[src/rtl/bp_trace_encoder_v2_if.sv]
// Commit-side and trace-side signal bundle for the branch trace encoder.
// master = encoder side, slave = core/sink side.
interface bp_trace_encoder_v2_if #(
    parameter int ADDR_WIDTH = 64,
    parameter int TS_WIDTH   = 16
);
    logic                  commit_valid_i;
    logic [ADDR_WIDTH-1:0] commit_pc_i;
    logic [1:0]            commit_priv_i;
    logic                  trace_valid_o;
    logic                  trace_ready_i;
    logic [5:0]            trace_mcode_o;
    logic [TS_WIDTH-1:0]   trace_ts_o;
    logic [ADDR_WIDTH-1:0] trace_addr_o;
    logic [1:0]            trace_priv_o;
    logic                  overflow_o;

    modport master (
        input  commit_valid_i, commit_pc_i, commit_priv_i, trace_ready_i,
        output trace_valid_o, trace_mcode_o, trace_ts_o, trace_addr_o, trace_priv_o, overflow_o
    );

    modport slave (
        output commit_valid_i, commit_pc_i, commit_priv_i, trace_ready_i,
        input  trace_valid_o, trace_mcode_o, trace_ts_o, trace_addr_o, trace_priv_o, overflow_o
    );
endinterface

[src/rtl/bp_trace_encoder_v2.sv]
// Nexus-style branch trace encoder: suppresses sequential retirements, classifies
// discontinuities into COMPRESSED/DIRECT_BRANCH/SYNC/OVERFLOW and buffers them in a small FIFO.
module bp_trace_encoder_v2 #(
    parameter int ADDR_WIDTH   = 64,
    parameter int OFFSET_WIDTH = 16,
    parameter int FIFO_DEPTH   = 4,
    parameter int TS_WIDTH     = 16,
    parameter int SYNC_PERIOD  = 256
) (
    input logic                   clk_i,
    input logic                   reset_i,
    bp_trace_encoder_v2_if.master tr
);
    localparam logic [5:0] NEXUS_MCODE_DIRECT_BRANCH = 6'd3;
    localparam logic [5:0] NEXUS_MCODE_OVERFLOW      = 6'd8;
    localparam logic [5:0] NEXUS_MCODE_SYNC          = 6'd9;
    localparam logic [5:0] NEXUS_MCODE_COMPRESSED    = 6'd28;

    localparam int PTR_W = $clog2(FIFO_DEPTH);
    localparam int CNT_W = $clog2(SYNC_PERIOD + 1);
    localparam logic [PTR_W:0]   DEPTH_C   = (PTR_W + 1)'(FIFO_DEPTH);
    localparam logic [CNT_W-1:0] SYNC_LAST = CNT_W'(SYNC_PERIOD - 1);

    logic [ADDR_WIDTH-1:0] prev_pc;
    logic [1:0]            prev_priv;
    logic                  synced;
    logic                  pending_ovf;
    logic                  overflow_q;
    logic [TS_WIDTH-1:0]   ts_cnt;
    logic [CNT_W-1:0]      msg_cnt;
    logic [PTR_W-1:0]      rd_ptr;
    logic [PTR_W-1:0]      wr_ptr;
    logic [PTR_W:0]        count;

    logic [5:0]            fifo_mcode [FIFO_DEPTH];
    logic [TS_WIDTH-1:0]   fifo_ts    [FIFO_DEPTH];
    logic [ADDR_WIDTH-1:0] fifo_addr  [FIFO_DEPTH];
    logic [1:0]            fifo_priv  [FIFO_DEPTH];

    logic [ADDR_WIDTH-1:0]            delta;
    logic [ADDR_WIDTH-OFFSET_WIDTH:0] delta_hi;
    logic priv_chg, fits, seq, msg, full, pop, push, drop;
    logic [5:0]            msg_mcode;
    logic [ADDR_WIDTH-1:0] msg_addr;

    assign delta    = tr.commit_pc_i - prev_pc;
    assign delta_hi = delta[ADDR_WIDTH-1:OFFSET_WIDTH-1];
    // Offset fits when every bit above the sign bit repeats the sign bit.
    assign fits     = (&delta_hi) | ~(|delta_hi);
    assign priv_chg = tr.commit_priv_i != prev_priv;
    assign seq      = synced && !priv_chg &&
                      (delta == ADDR_WIDTH'(2) || delta == ADDR_WIDTH'(4));
    assign msg      = tr.commit_valid_i && !seq;
    assign full     = count == DEPTH_C;
    assign pop      = (count != '0) && tr.trace_ready_i;
    assign push     = msg && (!full || pop);
    assign drop     = msg && full && !pop;

    always_comb begin
        msg_mcode = NEXUS_MCODE_DIRECT_BRANCH;
        msg_addr  = tr.commit_pc_i;
        if (pending_ovf) begin
            msg_mcode = NEXUS_MCODE_OVERFLOW;
        end else if (!synced || msg_cnt == SYNC_LAST) begin
            msg_mcode = NEXUS_MCODE_SYNC;
        end else if (!priv_chg && fits) begin
            msg_mcode = NEXUS_MCODE_COMPRESSED;
            msg_addr  = delta;
        end
    end

    always_ff @(posedge clk_i) begin
        if (reset_i) begin
            prev_pc     <= '0;
            prev_priv   <= '0;
            synced      <= 1'b0;
            pending_ovf <= 1'b0;
            overflow_q  <= 1'b0;
            ts_cnt      <= '0;
            msg_cnt     <= '0;
            rd_ptr      <= '0;
            wr_ptr      <= '0;
            count       <= '0;
        end else begin
            if (tr.commit_valid_i) begin
                prev_pc   <= tr.commit_pc_i;
                prev_priv <= tr.commit_priv_i;
            end
            if (push)
                ts_cnt <= TS_WIDTH'(1);
            else if (!(&ts_cnt))
                ts_cnt <= ts_cnt + TS_WIDTH'(1);
            if (push) begin
                wr_ptr <= wr_ptr + PTR_W'(1);
                case (msg_mcode)
                    NEXUS_MCODE_OVERFLOW: begin
                        pending_ovf <= 1'b0;
                        synced      <= 1'b1;
                        msg_cnt     <= '0;
                    end
                    NEXUS_MCODE_SYNC: begin
                        synced  <= 1'b1;
                        msg_cnt <= '0;
                    end
                    default: msg_cnt <= msg_cnt + CNT_W'(1);
                endcase
            end
            if (drop) begin
                pending_ovf <= 1'b1;
                overflow_q  <= 1'b1;
            end
            if (pop)
                rd_ptr <= rd_ptr + PTR_W'(1);
            case ({push, pop})
                2'b10:   count <= count + (PTR_W + 1)'(1);
                2'b01:   count <= count - (PTR_W + 1)'(1);
                default: count <= count;
            endcase
        end
    end

    // Storage needs no reset: count gates every read.
    always_ff @(posedge clk_i) begin
        if (push && !reset_i) begin
            fifo_mcode[wr_ptr] <= msg_mcode;
            fifo_ts[wr_ptr]    <= ts_cnt;
            fifo_addr[wr_ptr]  <= msg_addr;
            fifo_priv[wr_ptr]  <= tr.commit_priv_i;
        end
    end

    assign tr.trace_valid_o = count != '0;
    assign tr.trace_mcode_o = fifo_mcode[rd_ptr];
    assign tr.trace_ts_o    = fifo_ts[rd_ptr];
    assign tr.trace_addr_o  = fifo_addr[rd_ptr];
    assign tr.trace_priv_o  = fifo_priv[rd_ptr];
    assign tr.overflow_o    = overflow_q;
endmodule

[src/flat_wrapper.sv]
// flat-port wrapper written by rule: the top's interface ports become plain ports
module bp_trace_encoder_v2_flat 
#(
    parameter int ADDR_WIDTH   = 64,
    parameter int OFFSET_WIDTH = 16,
    parameter int FIFO_DEPTH   = 4,
    parameter int TS_WIDTH     = 16,
    parameter int SYNC_PERIOD  = 256
)
  (clk_i, reset_i, tr_commit_valid_i, tr_commit_pc_i, tr_commit_priv_i, tr_trace_ready_i, tr_trace_valid_o, tr_trace_mcode_o, tr_trace_ts_o, tr_trace_addr_o, tr_trace_priv_o, tr_overflow_o);
  bp_trace_encoder_v2_if #(.ADDR_WIDTH(ADDR_WIDTH), .TS_WIDTH(TS_WIDTH)) tr_i ();
  input logic clk_i;
  input logic reset_i;
  input wire logic [$bits(tr_i.commit_valid_i)-1:0] tr_commit_valid_i;
  input wire logic [$bits(tr_i.commit_pc_i)-1:0] tr_commit_pc_i;
  input wire logic [$bits(tr_i.commit_priv_i)-1:0] tr_commit_priv_i;
  input wire logic [$bits(tr_i.trace_ready_i)-1:0] tr_trace_ready_i;
  output wire logic [$bits(tr_i.trace_valid_o)-1:0] tr_trace_valid_o;
  output wire logic [$bits(tr_i.trace_mcode_o)-1:0] tr_trace_mcode_o;
  output wire logic [$bits(tr_i.trace_ts_o)-1:0] tr_trace_ts_o;
  output wire logic [$bits(tr_i.trace_addr_o)-1:0] tr_trace_addr_o;
  output wire logic [$bits(tr_i.trace_priv_o)-1:0] tr_trace_priv_o;
  output wire logic [$bits(tr_i.overflow_o)-1:0] tr_overflow_o;
  assign tr_i.commit_valid_i = tr_commit_valid_i;
  assign tr_i.commit_pc_i = tr_commit_pc_i;
  assign tr_i.commit_priv_i = tr_commit_priv_i;
  assign tr_i.trace_ready_i = tr_trace_ready_i;
  assign tr_trace_valid_o = tr_i.trace_valid_o;
  assign tr_trace_mcode_o = tr_i.trace_mcode_o;
  assign tr_trace_ts_o = tr_i.trace_ts_o;
  assign tr_trace_addr_o = tr_i.trace_addr_o;
  assign tr_trace_priv_o = tr_i.trace_priv_o;
  assign tr_overflow_o = tr_i.overflow_o;
  bp_trace_encoder_v2 #(.ADDR_WIDTH(ADDR_WIDTH), .OFFSET_WIDTH(OFFSET_WIDTH), .FIFO_DEPTH(FIFO_DEPTH), .TS_WIDTH(TS_WIDTH), .SYNC_PERIOD(SYNC_PERIOD)) u_core (.clk_i(clk_i), .reset_i(reset_i), .tr(tr_i));
endmodule
[config.mk]
export PLATFORM = sky130hd
export DESIGN_NAME = bp_trace_encoder_v2_flat
export DESIGN_NICKNAME = d
export VERILOG_FILES = /design/src/rtl/bp_trace_encoder_v2_if.sv /design/src/rtl/bp_trace_encoder_v2.sv /design/src/flat_wrapper.sv
export SDC_FILE = /design/constraint.sdc
export NUM_CORES = 1
export LEC_CHECK = 0
export ABC_AREA = 0
export ABC_CLOCK_PERIOD_IN_PS = 8150
export BUFFER_PORTS_ARGS = -buffer_cell sky130_fd_sc_hd__buf_2
export CELL_PAD_IN_SITES_DETAIL_PLACEMENT = 0
export CELL_PAD_IN_SITES_GLOBAL_PLACEMENT = 1
export CORE_MARGIN = 10
export CORE_UTILIZATION = 50
export DETAILED_ROUTE_END_ITERATION = 8
export PLACE_DENSITY = 0.83
export SYNTH_ARGS = -nofsm -noshare
export SYNTH_HDL_FRONTEND = slang
export SYNTH_SLANG_ARGS = --single-unit
[constraint.sdc]
create_clock -name clk_i -period 8.15 [get_ports clk_i]
set_clock_uncertainty 0.15 [all_clocks]
set_input_delay 0.815 -clock clk_i [delete_from_list [all_inputs] [get_ports clk_i]]
set_output_delay 0.815 -clock clk_i [all_outputs]
set_load 0.01 [all_outputs]
==> impl_metrics.yaml, run 1 <==
outcome:
  status: "complete, no violations"
cells_and_area:
  synthToLayoutAreaGrowth_pct: 11.6
  final_net_count: 2178
  layout-drive-gt1-share_pct: 20.3
power:
  p_seq_share_pct: 43.0
  p_int_w: 0.00433
  cellPowerDensity_nw_per_um2: 233
  swShare_pct: 29.1
  pwr-share-clk_pct: 34.1
  p_switching_w: 0.00178
  power.static_leakage_nw: 9.31
  combPwrFrac_pct: 22.9
  peakVddDrop_uv: 155
routing:
  postRouteAntennaNets: 0
  wl_um: 65900
  drtIter0Drc: 1814
  drcViolationCount: 0
  first_pass_iters: 6
  avgRoutedWirePerCell_um: 24.6
  avgViaCountPerCell: 6.21
  vias: 16700
logic_synthesis:
  synth.yosys.warnings: 0
  yosysSeqAreaShare_pct: 52.8
  syn_nets: 2058
  async_flop_share_pct: 0
  yosysUniqueCellTypes: 90
  syn-mean-instance-area_um2: 12.3
  syn_area_um2: 23500
  synth_flop_cell: "edfxtp_1"
  synth_edf_count: 344
  synth_cells: 1915
  ys_ff_latch: 447
floorplan:
  die_w_um: 237
  io_pins: 160
  die_y_um: 237
  core_um2: 46500
  start_util_pct: 50.5
  rows: 79
  die_area_um2: 56000
worst_setup_path:
  timing.rr.end: "u_core.fifo_addr[3][51]$_DFFE_PP_"
  critPathCaptureType: "flip-flop"
  critPathLaunchType: "input pin"
  rr_worst_depth: 15
  r2r-start: "u_core.prev_pc[0]$_SDFFE_PP0P_"
  r2r_slack_ps: 1650
  required_ps: 8200
  crit_fanout: 54
  path_class: "input pin to flip-flop"
  worstPathArrival_ps: 6640
placement:
  gp_congestion: 0.998
  place_ws_ps: 976
  dp_hpwl_um: 48200
  io_buffer_count: 158
timing:
  rsz0062_at_grt: "false"
  drv_slew: 0
  finalCriticalPeriod_ps: 6590
  tns_ps: 0
  slew_headroom_pct: 22.0
  finalSetupViolCount: 0
  max_clock_freq_ghz: 0.152
  worst_slack_ps: 1560
  tightest_slew_ps: 1170
  hold_viol: 0
  post-route-period-util_pct: 80.8
cts:
  root_buffer: "clkbuf_16"
  cts_buffers: 44
  insertion_delay_ps: 580
  clock_path_buffers: 3
  clock_sinks: 447
  cts_tree: "done"
  path_clk_slew_ps: 60
  htree_levels: 2
  cts_hold_buf: 0
  post-cts-setup-buffers: 0
  post_cts_resized: 0
flow_run:
  drv_cap: 0
global_routing:
  grt_usage_pct: 22.8
  top_usage_layer: "met2"
  grt_pass1_vias: 16200
  grt_max_degree: 97
  gr-usage-met1_pct: 32.4
  grt_use_met3_pct: 3.35
  antenna_found_initial: 1
  grt_pass1_wl_um: 100000
  grt.overflow.total: 0
  grt_use_met2_pct: 36.1
hold_path:
  min_to: "u_core.msg_cnt[8]$_SDFFE_PP0P_"
  holdCritStartpoint: "u_core.msg_cnt[8]$_SDFFE_PP0P_"
  hold_path_class: "flip-flop to flip-flop"
  holdPathStages: 2
## cells in the mapped netlist, drive strengths merged (4+ instances only)
| library cell | n | area [µm²] |
|---|---|---|
| a2111oi | 5 | 50.0 |
| a211o | 5 | 43.8 |
| a211oi | 13 | 103 |
| a21boi | 7 | 56.3 |
| a21o | 26 | 195 |
| a21oi | 114 | 589 |
| a221o | 6 | 60.1 |
| a221oi | 8 | 70.1 |
| a31oi | 11 | 75.1 |
| and2 | 12 | 75.1 |
| and3 | 24 | 150 |
| and4 | 8 | 70.1 |
| buf | 38 | 282 |
| clkbuf | 60 | 225 |
| dfxtp | 103 | 2060 |
| edfxtp | 344 | 10300 |
| ha | 71 | 888 |
| inv | 94 | 353 |
| mux2 | 65 | 950 |
| mux2i | 79 | 791 |
| mux4 | 86 | 1940 |
| nand2 | 113 | 424 |
| nand2b | 9 | 56.3 |
| nand3 | 28 | 145 |
| nand4 | 49 | 307 |
| nand4b | 6 | 52.6 |
| nor2 | 190 | 713 |
| nor3 | 40 | 200 |
| nor4 | 24 | 178 |
| nor4b | 5 | 43.8 |
| o211ai | 14 | 105 |
| o21a | 10 | 75.1 |
| o21ai | 89 | 453 |
| o21bai | 7 | 52.6 |
| o311ai | 7 | 61.3 |
| o41ai | 4 | 35.0 |
| or3 | 11 | 68.8 |
| or4 | 13 | 101 |
| or4b | 5 | 50.1 |
| xnor2 | 40 | 350 |
| xor2 | 23 | 201 |
## registers in the layout, indices dropped and copies added (netlist names), 3 cells and up, named ones only
register and flops:
u_core.fifo_addr 256, u_core.fifo_ts 64, u_core.prev_pc 64, u_core.fifo_mcode 16
u_core.ts_cnt 16, u_core.msg_cnt 9, u_core.fifo_priv 8, u_core.count 3
## cell usage in the layout (no fill, tap or decap), types with 40 or more instances in the layout
cell type / Yosys / layout
nor2_1: 190 / 190
nand2_1: 113 / 113
mux2_4: 58 / 58
a21oi_1: 109 / 109
o21ai_0: 82 / 82
dfxtp_1: 103 / 101
mux2i_1: 79 / 79
inv_1: 94 / 94
nor3_1: 40 / 40
clkbuf_16: 0 / 44
ha_1: 71 / 71
buf_2: 9 / 156
nand4_1: 49 / 49
edfxtp_1: 344 / 344
mux4_2: 86 / 86
## power by group through the flow
| stage | Combinational (W) | Sequential (W) | Clock (W) |
|---|---|---|---|
| global placement | 0.00139 | 0.00267 | 0 |
| detailed placement | 0.00139 | 0.00268 | 0 |
| global route | 0.00151 | 0.00264 | 0.00221 |
| floorplan | 0.000962 | 0.00261 | 0 |
| CTS | 0.00140 | 0.00263 | 0.00212 |
| finish | 0.00140 | 0.00262 | 0.00208 |
## logic make-up after synthesis
| family | count (synthesis) | synth area share, % |
|---|---|---|
| AOI/OAI and AO/OA | 361 | 10.0 |
| xor gates and xnor gates | 63 | 2.35 |
| adders and majority gates | 73 | 3.95 |
| buffers and inverters | 192 | 3.66 |
| and+or+nand+nor | 548 | 11.6 |
| DFF | 447 | 52.8 |
| other | 1 | 0.0160 |
| muxes | 230 | 15.7 |
## worst max-delay path by stage
| stage | from | end | slack [ps] | depth (start not counted) |
|---|---|---|---|---|
| 6_report | tr_commit_pc_i[0] | u_core.fifo_addr[3][51]$_DFFE_PP_ | 1560 | 17 |
| 5_1_grt | tr_commit_pc_i[0] | u_core.fifo_addr[2][51]$_DFFE_PP_ | 1190 | 17 |
| 4_1_cts | tr_commit_pc_i[0] | u_core.fifo_addr[3][51]$_DFFE_PP_ | 1540 | 17 |
| 3_5_place_dp | tr_commit_pc_i[0] | u_core.fifo_addr[3][45]$_DFFE_PP_ | 980 | 17 |
| 2_1_floorplan | tr_commit_pc_i[0] | u_core.fifo_addr[1][0]$_DFFE_PP_ | 1490 | 17 |
| 3_3_place_gp | tr_commit_pc_i[0] | u_core.fifo_addr[0][45]$_DFFE_PP_ | 1040 | 17 |
## layer usage
layer / routed length (µm) / part of all wire, %
met5: 0 / 0
met4: 1650 / 2.5
met3: 4010 / 6.1
met2: 30400 / 46
met1: 29800 / 45
## area by class of cell
cell class                      count  area (µm²)
Fill cell                        3839       20300
Sequential cell                   447       12400
Multi-Input combinational cell   1276       10300
Clock buffer                       62        1200
Timing Repair Buffer              172         926
Tap cell                          607         759
Inverter                           94         353
Clock inverter                     20         288
Antenna cell                        2        5.00
## per-stage QoR
step / util [%] / std cells / total power, W / cell area [µm²] / hold WS, ps
2_1_floorplan: - / 1915 / 0.00357 / 23500 / 281
3_3_place_gp: 53.2 / 2596 / 0.00406 / 24700 / 296
3_5_place_dp: 53.2 / 2596 / 0.00406 / 24700 / 315
4_1_cts: 56.4 / 2678 / 0.00615 / 26200 / 313
5_1_grt: 56.4 / 2679 / 0.00635 / 26200 / 326
6_report: 56.4 / 2680 / 0.00611 / 26200 / 324
## worst max-delay path, stage by stage
cell and delay, ps:
buf_2 100, inv_1 70, ha_1 210, fa_1 400, nand2b_1 210, a21o_1 240, a2111oi_2 550, o21ai_0 260
a21o_1 280, a311oi_1 640, a31o_2 210, or4_1 150, nor4_4 60, a21bo_1 390, nor2_1 550, and3_4 860
buf_4 580
Power figures use the tool's default switching activity.
==> run 2: changes to the inputs <==
ABC_CLOCK_PERIOD_IN_PS = 6890   (was 8150)
clock period = 6.89 ns   (was 8.15 ns; I/O delays follow)
==> impl_metrics.yaml, run 2 (same netlist as run 1, synthesis figures left out) <==
cells_and_area:
  final_net_count: 2191
  stdcell_area_um2: 26400
  synthToLayoutAreaGrowth_pct: 12.5
  layout_commonest_cell: "edfxtp_1"
  layout-drive-gt1-share_pct: 21.1
  final_cell_mix: "edfxtp_1, nor2_1, buf_2, nand2_1, a21oi_1"
  registers.top_by_ff_count: "u_core.fifo_addr"
  reg.largest.list: "u_core.fifo_addr: 256 flops, u_core.fifo_ts: 64 flops, u_core.prev_pc: 64 flops"
  diodes: 0
  largest_reg_flops: 256
floorplan:
  core_um2: 46500
  die_y_um: 237
  die_area_um2: 56000
  rows: 79
  io_pins: 160
  start_util_pct: 50.5
  die_w_um: 237
placement:
  gp_congestion: 0.968
  dpl-instance-area_um2: 24800
  io_buffer_count: 158
  dp_hpwl_um: 48100
global_routing:
  grt_pass1_wl_um: 100000
  grt_max_degree: 68
  grt.overflow.total: 0
  grt_pass1_vias: 16300
  grt_usage_pct: 22.7
  antenna_found_initial: 0
worst_setup_path:
  path_class: "flip-flop to flip-flop"
  rr_worst_depth: 17
  worstPathArrival_ps: 5940
  critPathCaptureType: "flip-flop"
  r2r-start: "u_core.prev_pc[0]$_SDFFE_PP0P_"
  required_ps: 7190
  crit_fanout: 5
  critPathLaunchType: "flip-flop"
  startpoint: "u_core.prev_pc[0]$_SDFFE_PP0P_"
cts:
  htree_levels: 2
  clock_sinks: 447
  post_cts_resized: 0
  cts_tree: "done"
  cts_hold_buf: 0
  root_buffer: "clkbuf_16"
  cts_buffers: 45
  path_clk_slew_ps: 60
  insertion_delay_ps: 580
  clock_path_buffers: 3
  post-cts-setup-buffers: 0
routing:
  drtIter0Drc: 1414
  avgRoutedWirePerCell_um: 24.3
  wl_um: 65400
  drcViolationCount: 0
  first_pass_iters: 6
  vias: 16500
  postRouteAntennaNets: 0
  avgViaCountPerCell: 6.12
timing:
  slew_headroom_pct: 46.0
  tightest_slew_ps: 810
  max_clock_freq_ghz: 0.177
  hold_viol: 0
  post-route-period-util_pct: 81.8
  tns_ps: 0
  drv_slew: 0
  finalSetupViolCount: 0
  finalCriticalPeriod_ps: 5630
  rsz0062_at_grt: "false"
power:
  cellPowerDensity_nw_per_um2: 277
  peakVddDrop_uv: 209
  power.static_leakage_nw: 9.43
hold_path:
  holdPathStages: 1
  hold_path_class: "input pin to flip-flop"
  holdCritStartpoint: "tr_commit_priv_i[1]"
outcome:
  status: "complete, no violations"
flow_run:
  drv_cap: 0
[run 2: cell count changes in the layout (fill, tap and decap cells not counted), sizes merged]
| cell | delta |
|---|---|
| clkbuf | +2 |
| clkinv | +1 |
| clkinvlp | +2 |
| diode | -2 |
| buf | +12 |
| inv | -3 |
[run 2: worst max-delay path, stage by stage, from the launching register on]
cell and delay, ps:
dfxtp_1 330, ha_1 200, fa_1 410, nand2b_1 200
a21o_1 250, a2111o_1 470, a211oi_1 520, nor3_1 200
o2bb2ai_1 190, xnor2_1 240, or4bb_1 570, nor4_1 480
a21boi_1 210, nor2_1 160, fa_1 450, nand3_1 80
nor2_1 50, o41a_1 370
[run 2: where the power goes]
| part | internal, W | switching, W | leakage [nW] |
|---|---|---|---|
| Sequential | 0.00300 | 0.0000895 | 4.01 |
| Clock | 0.00155 | 0.00102 | 0.769 |
| Combinational | 0.000673 | 0.00100 | 4.65 |
| Total | 0.00522 | 0.00211 | 9.43 |
[run 2: worst paths after layout]
path,end,slack [ps]
max,u_core.count[1]$_SDFFE_PP0P_,1260
min,u_core.fifo_priv[0][1]$_DFFE_PP_,230
max reg2reg,u_core.count[1]$_SDFFE_PP0P_,1260
min reg2reg,u_core.msg_cnt[8]$_SDFFE_PP0P_,320
[run 2: routing by layer]
layer	up-vias	global-route usage, %	part of all wire, %
li1	7596	-	-
met1	8231	32.0	45
met2	567	36.1	47
met3	84	3.84	6.1
met4	0	5.37	2.0
met5	-	0	0
[run 2: cell type report]
cell class / count / area (µm²)
Clock buffer: 64 / 1300
Clock inverter: 20 / 278
Fill cell: 3767 / 20000
Inverter: 94 / 353
Multi-Input combinational cell: 1276 / 10300
Sequential cell: 447 / 12400
Tap cell: 607 / 759
Timing Repair Buffer: 184 / 1070
[run 2: stage by stage]
stage	worst slack (ps)	utilization (%)	power [W]	std cells	hold slack, ps
2_1_floorplan	358	-	0.00423	1915	281
3_3_place_gp	816	53.5	0.00481	2608	296
3_5_place_dp	827	53.5	0.00481	2608	316
4_1_cts	1320	56.9	0.00738	2692	209
5_1_grt	1040	56.9	0.00763	2692	219
6_report	1260	56.9	0.00733	2692	232
